==> config.mk <==
export PLATFORM = sky130hd
export DESIGN_NAME = spi_frame_decoder
export DESIGN_NICKNAME = d
export VERILOG_FILES = /design/src/rtl/spi_frame_pkg.sv /design/src/rtl/spi_frame_buf.sv /design/src/rtl/spi_frame_decoder.sv
export SDC_FILE = /design/constraint.sdc
export NUM_CORES = 1
export LEC_CHECK = 0
export BUFFER_PORTS_ARGS = -buffer_cell sky130_fd_sc_hd__buf_2
export CAP_MARGIN = 0
export CORE_MARGIN = 3
export CORE_UTILIZATION = 50
export DETAILED_ROUTE_END_ITERATION = 7
export PLACE_DENSITY = 0.67
export SLEW_MARGIN = 0
export SYNTH_ARGS = -nofsm -noshare
export SYNTH_HDL_FRONTEND = slang
export SYNTH_SLANG_ARGS = --single-unit
==> constraint.sdc <==
create_clock -name clk -period 3.3 [get_ports clk]
set_input_delay 0.495 -clock clk [delete_from_list [all_inputs] [get_ports clk]]
set_output_delay 0.495 -clock clk [all_outputs]
set_load 0.005 [all_outputs]
==> src/rtl/spi_frame_pkg.sv <==
// Shared types and constants for the SPI command frame decoder.
package spi_frame_pkg;

  typedef enum logic [2:0] {
    HUNT,
    GET_CMD,
    GET_ADDR,
    GET_LEN,
    GET_DATA,
    GET_CHK,
    COMMIT
  } state_t;

  typedef enum logic [2:0] {
    ERR_NONE    = 3'd0,
    ERR_CMD     = 3'd1,
    ERR_LEN     = 3'd2,
    ERR_CHK     = 3'd3,
    ERR_TRUNC   = 3'd4,
    ERR_OVERRUN = 3'd5
  } err_t;

  localparam logic [7:0] SYNC_BYTE_DEF = 8'hA5;
  localparam logic [7:0] CMD_WR_DEF    = 8'h01;

  // Index width for a buffer of the given depth; a depth of 1 still needs one bit.
  function automatic int idx_w(input int depth);
    return (depth > 1) ? $clog2(depth) : 1;
  endfunction

endpackage

==> src/rtl/spi_frame_buf.sv <==
// Payload buffer: one synchronous write port, one combinational read port.
module spi_frame_buf
  import spi_frame_pkg::*;
#(
  parameter int MAX_LEN = 16,
  parameter int AW      = idx_w(MAX_LEN)
) (
  input  logic          clk,
  input  logic          we,
  input  logic [AW-1:0] waddr,
  input  logic [7:0]    wdata,
  input  logic [AW-1:0] raddr,
  output logic [7:0]    rdata
);

  logic [7:0] mem [MAX_LEN];

  always_ff @(posedge clk) begin
    if (we) mem[waddr] <= wdata;
  end

  assign rdata = mem[raddr];

endmodule

==> src/rtl/spi_frame_decoder.sv <==
// Parses SYNC/CMD/ADDR/LEN/payload/CHK frames from the SPI byte stream and
// replays verified payloads as register writes over a valid/ready port.
module spi_frame_decoder
  import spi_frame_pkg::*;
#(
  parameter int         MAX_LEN   = 16,
  parameter logic [7:0] SYNC_BYTE = SYNC_BYTE_DEF,
  parameter logic [7:0] CMD_WR    = CMD_WR_DEF
) (
  input  logic       clk,
  input  logic       rst,
  input  logic       byte_en,
  input  logic [7:0] byte_data,
  input  logic       spi_ss,
  output logic       wr_en,
  output logic [7:0] wr_addr,
  output logic [7:0] wr_data,
  input  logic       wr_ready,
  output logic       frame_ok,
  output logic       frame_err,
  output logic [2:0] err_code,
  output logic       busy
);

  localparam int AW = idx_w(MAX_LEN);

  state_t     state;
  logic       ss_d0;
  logic [7:0] len;
  logic [7:0] wptr;
  logic [7:0] rptr;
  logic [7:0] base_addr;
  logic [7:0] csum;
  logic       ovr_pend;
  logic [7:0] rdata;

  logic       ss_rise;
  logic       in_frame;
  logic       cmd_bad;
  logic       len_bad;
  logic       chk_byte;
  logic       trunc;
  logic       handshake;
  logic       last_beat;
  logic       buf_we;
  logic [7:0] rptr_nxt;

  assign ss_rise   = !ss_d0 && spi_ss;
  assign in_frame  = state inside {GET_CMD, GET_ADDR, GET_LEN, GET_DATA, GET_CHK};
  assign cmd_bad   = byte_en && (state == GET_CMD) && (byte_data != CMD_WR);
  assign len_bad   = byte_en && (state == GET_LEN) &&
                     ((byte_data == 8'd0) || (int'(byte_data) > MAX_LEN));
  assign chk_byte  = byte_en && (state == GET_CHK);
  // A byte landing with the ss edge is judged first; only a byte that does not
  // itself end the frame lets the edge count as a truncation.
  assign trunc     = ss_rise && in_frame && !cmd_bad && !len_bad && !chk_byte;
  assign handshake = (state == COMMIT) && wr_en && wr_ready;
  assign last_beat = handshake && ((rptr + 8'd1) == len);
  assign buf_we    = byte_en && (state == GET_DATA);
  assign rptr_nxt  = (state == COMMIT) ? rptr + 8'd1 : 8'd0;
  assign busy      = (state != HUNT);

  spi_frame_buf #(
    .MAX_LEN (MAX_LEN),
    .AW      (AW)
  ) u_buf (
    .clk   (clk),
    .we    (buf_we),
    .waddr (wptr[AW-1:0]),
    .wdata (byte_data),
    .raddr (rptr_nxt[AW-1:0]),
    .rdata (rdata)
  );

  // Checksum and base address are pure datapath; framing logic qualifies their use.
  always_ff @(posedge clk) begin
    if (state == HUNT && byte_en && byte_data == SYNC_BYTE)
      csum <= '0;
    else if (byte_en && state inside {GET_CMD, GET_ADDR, GET_LEN, GET_DATA})
      csum <= csum ^ byte_data;
    if (state == GET_ADDR && byte_en)
      base_addr <= byte_data;
  end

  always_ff @(posedge clk or posedge rst) begin
    if (rst) begin
      state     <= HUNT;
      ss_d0     <= 1'b1;
      wr_en     <= 1'b0;
      wr_addr   <= '0;
      wr_data   <= '0;
      frame_ok  <= 1'b0;
      frame_err <= 1'b0;
      err_code  <= ERR_NONE;
      len       <= '0;
      wptr      <= '0;
      rptr      <= '0;
      ovr_pend  <= 1'b0;
    end else begin
      ss_d0     <= spi_ss;
      frame_ok  <= 1'b0;
      frame_err <= 1'b0;
      ovr_pend  <= 1'b0;
      if (ovr_pend) begin
        frame_err <= 1'b1;
        err_code  <= ERR_OVERRUN;
      end
      if (trunc) begin
        state     <= HUNT;
        frame_err <= 1'b1;
        err_code  <= ERR_TRUNC;
      end else begin
        case (state)
          HUNT: begin
            if (byte_en && byte_data == SYNC_BYTE) state <= GET_CMD;
          end
          GET_CMD: begin
            if (cmd_bad) begin
              state     <= HUNT;
              frame_err <= 1'b1;
              err_code  <= ERR_CMD;
            end else if (byte_en) begin
              state <= GET_ADDR;
            end
          end
          GET_ADDR: begin
            if (byte_en) state <= GET_LEN;
          end
          GET_LEN: begin
            if (len_bad) begin
              state     <= HUNT;
              frame_err <= 1'b1;
              err_code  <= ERR_LEN;
            end else if (byte_en) begin
              len   <= byte_data;
              wptr  <= '0;
              state <= GET_DATA;
            end
          end
          GET_DATA: begin
            if (byte_en) begin
              wptr <= wptr + 8'd1;
              if ((wptr + 8'd1) == len) state <= GET_CHK;
            end
          end
          GET_CHK: begin
            if (byte_en) begin
              if (byte_data == csum) begin
                state   <= COMMIT;
                rptr    <= '0;
                wr_en   <= 1'b1;
                wr_addr <= base_addr;
                wr_data <= rdata;
              end else begin
                state     <= HUNT;
                frame_err <= 1'b1;
                err_code  <= ERR_CHK;
              end
            end
          end
          COMMIT: begin
            // An overrun colliding with frame_ok is reported one cycle later.
            if (byte_en) begin
              if (last_beat) begin
                ovr_pend <= 1'b1;
              end else begin
                frame_err <= 1'b1;
                err_code  <= ERR_OVERRUN;
              end
            end
            if (handshake) begin
              if (last_beat) begin
                wr_en    <= 1'b0;
                frame_ok <= 1'b1;
                state    <= HUNT;
              end else begin
                rptr    <= rptr_nxt;
                wr_addr <= wr_addr + 8'd1;
                wr_data <= rdata;
              end
            end
          end
          default: state <= HUNT;
        endcase
      end
    end
  end

endmodule

==> impl_metrics.env <==
export IMPL_num_fill_cells=1353
export IMPL_synthXorXnorAreaFrac_pct=4.174
export IMPL_avgRoutedWirePerCell_um=21.45
export IMPL_arrival_ns=3.22
export IMPL_muxShareOfSynthArea_pct=7.088
export IMPL_clk_path_buf_depth=2
export IMPL_crit_required_ns=3.61
export IMPL_grt_pass1_wl_mm=33.11
export IMPL_period_minus_slack_ns=2.908
export IMPL_synthTopCellsByArea="edfxtp_1 (46%), dfrtp_1 (14%), mux4_2 (3.8%), o21ai_0 (3.0%), xor2_1 (2.7%)"
export IMPL_synth_cells=700
export IMPL_cts_sinks=195
export IMPL_hpwlAfterDp_mm=14.50
export IMPL_timing_final_crit_share_pct=88.12
export IMPL_grt_max_degree=52
export IMPL_die_width_um=139.0
export IMPL_p_total_w=0.005562
export IMPL_skew_ns=0.01257
export IMPL_drc_errors=0
export IMPL_wl_mm=21.15
export IMPL_final_antenna_net_count=0
export IMPL_cts_root_buffer="clkbuf_16"
export IMPL_synthAdderAreaFrac_pct=0.8489
export IMPL_synthFlopType="edfxtp_1"
export IMPL_finalSetupViolCount=0
export IMPL_drive_above_1_share_pct=19.32
export IMPL_synth_seq_area_share_pct=62.44
export IMPL_final_nets=772
export IMPL_yosysWarnings=0
export IMPL_cellPowerDensity_mw_per_mm2=557.2
export IMPL_fmax_ghz=0.3439
export IMPL_syn_nets=719
export IMPL_synth_top_family_by_area="compound AO/OA/AOI/OAI gates"
export IMPL_synth_compound_area_share_pct=12.73
export IMPL_yosys_area_top_type="edfxtp_1"
export IMPL_hold_viol=0
export IMPL_hold_ws_ns=0.1544
export IMPL_path_cells="ha_1 -> xnor2_1 -> or4_1 -> nand4_1 -> nand2_1 -> o21ai_4 -> buf_4 -> mux2_2"
export IMPL_tritoncts="yes"
export IMPL_report_final_slew_viol_count=0
export IMPL_cts_hold_buf=0
export IMPL_vdd_ir_drop_max_mv=0.4223
export IMPL_gp_congestion=0.9138
export IMPL_drtIter0Drc=489
export IMPL_vias=6035
export IMPL_p_leak_nw=3.710
export IMPL_die_area_mm2=0.01932
export IMPL_cts_setup_buffers=0
export IMPL_slew_headroom_pct=24.54
export IMPL_core_area_mm2=0.01694
export IMPL_ys_ff_latch=195
export IMPL_clk_latency_ns=0.44
export IMPL_end_kind="flip-flop"
export IMPL_crit_type="flip-flop to flip-flop"
export IMPL_yosys_area_share_simple_pct=10.24
export IMPL_ios=36
export IMPL_setup_ws_ns=0.3919
export IMPL_cpPeakStageDelay_ns=0.47
export IMPL_hp_class="input pin to flip-flop"
export IMPL_synthDistinctLibCells=65
export IMPL_dr_pass1_iters=5
export IMPL_cts_buffers=17
export IMPL_antenna_found_initial=0
export IMPL_crit_path_start_kind="flip-flop"
export IMPL_cp_max_fo=35
export IMPL_avgSynthCellArea_um2=12.63
export IMPL_grt_ovfl_total=0
export IMPL_synth_edf_count=136
export IMPL_syn_area_mm2=0.008843
export IMPL_initial_core_util_pct=52.22
export IMPL_status="finished clean"
export IMPL_port_buffers=35
export IMPL_grt_setup_unrepaired="no"
export IMPL_synth_top_area_share_pct=46.18
export IMPL_antenna_cells=0
export IMPL_crit_slowest_cell="ha_1"
export IMPL_preCtsSetupSlack_ns=0.4507
export IMPL_fin_setup_tns_ns=0
export IMPL_via_per_inst=6.121
export IMPL_cap_violations=0
export IMPL_multiInputGateArea_mm2=0.003103
export IMPL_async_reset_ff_share_pct=26.15
export IMPL_grt_pass1_vias=5802
export IMPL_die_y_um=139.0
export IMPL_area_delta_synth_final_pct=12.87
export IMPL_cts_reportedPaths_clkPinSlew_ns=0.07
export IMPL_synth_most_common_cell="edfxtp_1"
export IMPL_regArea_mm2=0.005522
export IMPL_tightest_slew_ns=1.130
export IMPL_netlist_top_cells_count="edfxtp_1 (136), nand2_1 (53), nor2_1 (53), o21ai_0 (53), dfrtp_1 (50)"
export IMPL_num_rows=47
export IMPL_h_tree_depth=4
export IMPL_cts_resized=0
export IMPL_grt_util_all_layers_pct=22.01
-- critical path, delay by kind of cell, from the launching register on --
kind,cells,cell delay [ns]
XOR/XNOR,1,0.16
AND/OR/NAND/NOR,3,0.75
multiplexers,1,0.39
adder cells (fa/ha/maj),1,0.47
AO/OA/AOI/OAI,1,0.23
flip-flops,1,0.43
buffers and inverters,1,0.34
-- worst paths after layout --
| path | endpoint | start | depth (start not counted) | slack, ns |
|---|---|---|---|---|
| max in group asynchronous | len[1] | rst | 2 | 2.26 |
| max reg2reg | wr_data[6] | rptr[1] | 8 | 0.39 |
| min | ss_d0 | spi_ss | 1 | 0.15 |
| min reg2reg | wr_data[2] | wr_data[2] | 2 | 0.49 |
| min in group asynchronous | rptr[7] | rst | 2 | 0.35 |
| max | wr_data[6] | rptr[1] | 8 | 0.39 |
-- placed cells by master (no fill, tap or decap), drive strengths merged, types with 3 or more instances in the layout --
| master | synthesis | routed |
|---|---|---|
| o41ai | 3 | 3 |
| nor2b | 9 | 9 |
| buf | 15 | 76 |
| nand3 | 21 | 21 |
| a31oi | 10 | 10 |
| xor2 | 28 | 28 |
| a21oi | 37 | 37 |
| dfxtp | 8 | 8 |
| mux4 | 15 | 15 |
| o221ai | 7 | 7 |
| dfrtp | 50 | 50 |
| clkbuf | 27 | 20 |
| inv | 10 | 16 |
| mux2i | 12 | 12 |
| clkinvlp | 0 | 3 |
| o21ai | 56 | 56 |
| nand4 | 5 | 5 |
| a21o | 3 | 3 |
| edfxtp | 136 | 136 |
| nand2 | 53 | 53 |
| o22ai | 15 | 15 |
| mux2 | 15 | 15 |
| ha | 6 | 6 |
| nor4 | 5 | 5 |
| o211ai | 10 | 10 |
| o31ai | 6 | 6 |
| nand2b | 5 | 5 |
| nor2 | 54 | 54 |
| o22a | 9 | 9 |
| nor3 | 16 | 16 |
| and3 | 9 | 9 |
| xnor2 | 12 | 12 |
-- stage by stage --
stage	cells	cell area, µm²	util, %
2_1_floorplan	700	8843	-
3_3_place_gp	954	9420	55.62
3_5_place_dp	954	9420	55.62
4_1_cts	986	9982	58.94
5_1_grt	986	9982	58.94
6_report	986	9982	58.94
-- kinds of logic (layout without fill, tap and decap cells) --
group	count (synthesis)	in the layout
DFF	195	195
and+or+nand+nor	190	190
AOI/OAI and AO/OA	175	175
buffers and inverters	52	118
muxes	42	42
xor gates and xnor gates	40	40
adders and majority gates	6	6
-- cell type report --
class                      instances  share of cell area [%]
tap                              220                   2.758
clock buffer                      20                   4.375
multi-input combinational        453                   31.09
sequential                       195                   55.31
timing repair buffer              76                   4.838
clock inverter                    12                   1.253
inverter                          10                  0.3760
-- flip-flops by register name, indices dropped and copies added, names as in the netlist --
register / flops
state: 3
ovr_pend: 1
rptr: 8
ss_d0: 1
len: 8
base_addr: 8
wr_addr: 8
frame_err: 1
frame_ok: 1
err_code: 3
wr_data: 8
wptr: 8
wr_en: 1
csum: 8
u_buf.mem: 128
-- power by group --
part	internal (W)	switching (W)	total, W
clock network	0.00106	0.000927	0.00199
logic	0.000293	0.000425	0.000718
registers	0.00275	0.000103	0.00286
total	0.00411	0.00145	0.00556
-- metal layers --
| metal | up-vias | GRT usage [%] | part of all wire [%] |
|---|---|---|---|
| met5 | - | 0 | 0 |
| met4 | 0 | 6.900 | 1.9 |
| met3 | 29 | 3.759 | 6.4 |
| met2 | 240 | 34.75 | 47 |
| met1 | 3016 | 31.53 | 44 |
| li1 | 2750 | - | - |
Power figures use the tool's default switching activity.
